**src/rtl/shift_flux_scheduler.sv**
```systemverilog
// shift_flux_scheduler: round-robin burst scheduler sharing one shift datapath among FLUX streams
module shift_flux_scheduler #(
   parameter int FLUX      = 2,
   parameter int BURST     = 4,
   parameter int TAG_WIDTH = (FLUX > 1) ? $clog2(FLUX) : 1,
   parameter int CNT_WIDTH = (BURST > 1) ? $clog2(BURST) : 1
) (
   input  logic                 clk,
   input  logic                 rst_n,
   input  logic                 en,
   input  logic [FLUX-1:0]      empty,
   input  logic [FLUX-1:0]      full,
   output logic [TAG_WIDTH-1:0] tag,
   output logic                 tag_valid,
   output logic [FLUX-1:0]      read,
   output logic [FLUX-1:0]      write,
   output logic                 fire
);
   typedef enum logic {IDLE, SERVE} state_e;

   state_e               st_q, st_d;
   logic [TAG_WIDTH-1:0] tag_q, tag_d, ptr_q, ptr_d, tag_nxt;
   logic [CNT_WIDTH-1:0] burst_q, burst_d;
   logic [FLUX-1:0]      eligible;
   logic                 pick_ptr_ok, pick_rel_ok;
   logic [TAG_WIDTH-1:0] pick_ptr, pick_rel;

   // first eligible index scanning p, p+1, ... with wrap; msb flags a valid pick
   function automatic logic [TAG_WIDTH:0] rr_pick(input logic [FLUX-1:0] el, input logic [TAG_WIDTH-1:0] p);
      logic [TAG_WIDTH:0] r;
      int j;
      r = '0;
      for (int k = FLUX - 1; k >= 0; k--) begin
         j = int'(p) + k;
         if (j >= FLUX) j = j - FLUX;
         if (el[j]) r = {1'b1, TAG_WIDTH'(j)};
      end
      return r;
   endfunction

   assign eligible                = ~empty & ~full;
   assign tag_nxt                 = (tag_q == TAG_WIDTH'(FLUX - 1)) ? '0 : tag_q + TAG_WIDTH'(1);
   assign {pick_ptr_ok, pick_ptr} = rr_pick(eligible, ptr_q);
   assign {pick_rel_ok, pick_rel} = rr_pick(eligible, tag_nxt);
   assign tag                     = tag_q;

   // state register
   always_ff @(posedge clk or negedge rst_n) begin
      if (!rst_n) begin
         st_q    <= IDLE;
         tag_q   <= '0;
         ptr_q   <= '0;
         burst_q <= '0;
      end else begin
         st_q    <= st_d;
         tag_q   <= tag_d;
         ptr_q   <= ptr_d;
         burst_q <= burst_d;
      end
   end

   // next state: grant from IDLE, then hold, rotate on burst end or stall, drop on disable
   always_comb begin
      st_d    = st_q;
      tag_d   = tag_q;
      ptr_d   = ptr_q;
      burst_d = burst_q;
      if (st_q == IDLE) begin
         if (en && pick_ptr_ok) begin
            st_d    = SERVE;
            tag_d   = pick_ptr;
            burst_d = '0;
         end
      end else if (!en) begin
         st_d  = IDLE;
         ptr_d = tag_nxt;
      end else if (fire && burst_q != CNT_WIDTH'(BURST - 1)) begin
         burst_d = burst_q + CNT_WIDTH'(1);
      end else begin
         ptr_d = tag_nxt;
         if (pick_rel_ok) begin
            tag_d   = pick_rel;
            burst_d = '0;
         end else begin
            st_d = IDLE;
         end
      end
   end

   // outputs: transfer only when the owner is still eligible this cycle
   always_comb begin
      tag_valid = (st_q == SERVE);
      fire      = tag_valid & en & eligible[tag_q];
      read      = fire ? (FLUX'(1) << tag_q) : '0;
      write     = read;
   end
endmodule

```
**config.mk**
```make
export PLATFORM = sky130hd
export DESIGN_NAME = shift_flux_scheduler
export DESIGN_NICKNAME = d
export VERILOG_FILES = /design/src/rtl/shift_flux_scheduler.sv
export SDC_FILE = /design/constraint.sdc
export NUM_CORES = 1
export LEC_CHECK = 0
export CAP_MARGIN = 20
export CORE_AREA = 2 2 39 41
export DETAILED_ROUTE_END_ITERATION = 8
export DIE_AREA = 0 0 41 43
export PLACE_DENSITY = 0.55
export RECOVER_POWER = 50
export SYNTH_ARGS = -nofsm -noshare
export SYNTH_HDL_FRONTEND = slang
export SYNTH_SLANG_ARGS = --single-unit
```
**constraint.sdc**
```tcl
create_clock -name clk -period 2.55 [get_ports clk]
set_input_delay 0.51 -clock clk [delete_from_list [all_inputs] [get_ports clk]]
set_output_delay 0.51 -clock clk [all_outputs]
set_load 0.02 [all_outputs]
```
==> impl_results.md, run 1 <==
* Outcome: complete, no violations
* Synth Area in XOR/XNOR at 0%
* Clk pwr share at 31.8%
* Worst VDD drop at 250 uV
* Reg clk slew, reported paths at 0.04 ns
* Worst path max stage delay at 0.56 ns
* CTS tree: yes
* First DRT Iteration DRCs at 3
* Design Power at 0.277 mW
* Flop-to-flop setup slack at 0.65 ns
* Area contributors post-synth: dfrtp_1 (36%), a2111oi_4 (8.0%), o21ba_4 (4.7%)
* Layout overhead on the synthesized area at 59.9%
* Post-Route WL at 764 um
* Worst-skew pair later-pin latency at 0.24 ns
* Pwr Density at 506 mW/mm2
* Max Fanout on Critical Path at 3
* Sequential power share at 37.9%
* CP required at 2.04 ns
* Critical Path Start Type: input port
* Slew HR at 52.0%
* Compound-Gate Fraction of Synth Area at 31.0%
* Utilization after layout at 39.6%
* Port Buf Inserts at 13
* Bufs and invs on worst path at 2
* Tightest Pin Transition at 0.718 ns
* Root Buffer: clkbuf_4
* Global-route usage over all layers at 10.6%
* Ant. Diodes at 0
* Yosys top cell area share at 36.5%
* Final setup viols at 0
* Simple logic cell fraction of the synthesized area at 17.9%
* Crit share post-route at 92.3%
* Top-count cell post-synth: dfrtp_1
* RSZ-0062 raised after global routing: false
* Largest net degree at the start of global routing at 10
* Top-Level Pins at 14
* Crit path kind: in2out
* Critical Path AT at 1.84 ns
* Max-Cap Viols at 0
* Inst Count DP at 68
* Width of the die at 41 um
* CP endpoint kind: primary output
* Cell family with most CP delay: buffers and inverters
* Synth Register Bits at 5
* Worst Setup Slack, final at 0.196 ns
* Worst slack at placement at -0.0633 ns
* Most used DFF post-synth: dfrtp_1
* Number of flops mapped to enable cells by yosys at 0
* Die ar. at 0.00176 mm2
* Register area at 125 um2
* Nets at 65
* Hold crit path type: reg2reg
* HPWL Detailed at 622 um
* DR DRC count at 0
* Pre-Repair DR Iteration Count at 2
* Share of cells above drive strength 1 at 28.6%
* R2R depth at 4
* Register area share after synthesis at 36.5%
* Minimum clock period at 2.35 ns
* Reg2reg start: tag
* Number of global-route vias before repair at 302
* Area leader, netlist: dfrtp_1
* Worst Hold Endpoint: ptr_q
* First-pass GRT wire length at 1210 um
* Syn Nets at 41
* Sw frac at 27.0%
* H-tree Lvls at 1
* Max-slew violation count at 0
* Hold Violations, Final at 0
* Main combinational cell family by area after synthesis: compound AO/OA/AOI/OAI gates
* Worst hold start: ptr_q
* Post-synth ARST share at 100%
* Clock buffer depth at 2
* Num CTS Buffers at 3
* Initial antenna violation count at 0
* Power share of the combinational group at 30.3%
* Synth top cells by count: dfrtp_1 (5), inv_1 (3), nand2_1 (3), nor3_1 (3), buf_4 (2)
* Syn avg cell area at 10.4 um2
* Filler Cell Count at 146
* Die Height at 43 um
* Hold Path Depth at 1
* Internal at 0.202 mW
* Synth warnings at 0
* Slowest CP cell: dlygate4sd3_1
* CP Cell Sequence: dlygate4sd3_1 -> o21ba_4 -> a211oi_1 -> dlygate4sd2_1
* Non-Filler Instances at 72
* Multi-input gate area at 174 um2
* Adder-Cell Fraction of Synth Area at 3.65%
* Initial core utilization at 24.8%
* Post-Synthesis Cells at 33
* Post-CTS setup buffer count at 0
* FP Rows at 14
* Wire per inst at 10.6 um
* Clock skew at 0.00200 ns
* Synth cell types at 22
* Multiplexer share of the synthesized area at 3.28%
* Post-Syn Area at 343 um2
* Post-route ant nets at 0
* Vias per cell at 4.49
* Via count at 323
* Worst R2R End: tag
* Core region area at 0.00138 mm2
* Placer Congestion at 0.666
* Gr ovfl total at 0
* TritonCTS Sinks at 5
* Static Leak at 0.288 nW
* Fmax at 0.425 GHz
* Switch Pwr at 0.0749 mW
## how the worst max path moves through the flow
stage,end,cells after the start,slack (ns),startpoint
2_1_floorplan,write[1],3,0.42,full[1]
3_3_place_gp,fire,4,-0.06,full[1]
3_5_place_dp,fire,4,-0.06,full[1]
4_1_cts,read[0],4,0.03,en
5_1_grt,fire,4,0.14,empty[0]
6_report,fire,4,0.20,empty[0]
## per-layer routing
metal	part of all wire [%]	routed length, um	vias up	GRT usage (%)
met4	0	0	0	10.0
met1	46	354	140	12.8
li1	-	-	170	-
met3	8.8	67	0	3.66
met2	45	343	13	13.8
met5	0	0	-	0
## cells in the final DEF, fill, tap and decap left out, types with 2 or more instances in the layout
master / instances
buf_4: 8
nand2_1: 3
clkbuf_4: 3
dlygate4sd2_1: 3
clkdlybuf4s50_1: 5
dlygate4sd3_1: 3
dfrtp_1: 5
inv_1: 3
dlymetal6s2s_1: 2
nor3_1: 3
## cell type report
cell class / count / area share [%]
Tap cell: 16 / 3.65
Timing Repair Buffer: 21 / 34.9
Sequential cell: 5 / 22.8
Multi-Input combinational cell: 23 / 31.7
Inverter: 3 / 2.05
Clock buffer: 4 / 4.79
## repair_timing
action,CTS,global route
hold buffers,0,0
resized for setup,3,2
endpoints found under the setup margin,3,2
pin swaps,0,0
## power by group through the flow
stage	registers, mW	logic, mW	clock network, mW
2_1_floorplan	0.110	0.0443	0
3_3_place_gp	0.108	0.0910	0
3_5_place_dp	0.108	0.0913	0
4_1_cts	0.107	0.0908	0.0935
5_1_grt	0.107	0.0923	0.106
6_report	0.105	0.0840	0.0881
## stage by stage
| stage | hold slack, ns | instance area (um2) | TNS [ns] |
|---|---|---|---|
| floorplan | 0.214 | 343 | 0 |
| global placement | 0.500 | 538 | -0.166 |
| detailed placement | 0.497 | 538 | -0.164 |
| CTS | 0.493 | 561 | 0 |
| global route | 0.542 | 548 | 0 |
| finish | 0.507 | 548 | 0 |
## kinds of logic (layout without fill, tap and decap cells)
logic type      Yosys count  count (layout)
buf+inv                   5              28
simple gates             11              11
flops                     5               5
compound gates           10              10
mux                       1               1
fa+ha+maj                 1               1
## sequential cells by signal (all words and copies together) (netlist names)
signal and flops:
ptr_q 1, burst_q 2, tag_valid 1, tag 1
Power figures use the tool's default switching activity.
==> inputs of run 2 (changes only) <==
--- a/config.mk
+++ b/config.mk
@@ -7,6 +7,7 @@
 export LEC_CHECK = 0
 export CAP_MARGIN = 20
 export CORE_AREA = 2 2 39 41
+export CTS_CLUSTER_DIAMETER = 80
 export DETAILED_ROUTE_END_ITERATION = 8
 export DIE_AREA = 0 0 41 43
 export PLACE_DENSITY = 0.55
@@ -14,3 +15,4 @@
 export SYNTH_ARGS = -nofsm -noshare
 export SYNTH_HDL_FRONTEND = slang
 export SYNTH_SLANG_ARGS = --single-unit
+export TNS_END_PERCENT = 20
==> results of run 2 <==
No change in the layout: final DEF, timing and power equal those of run 1.
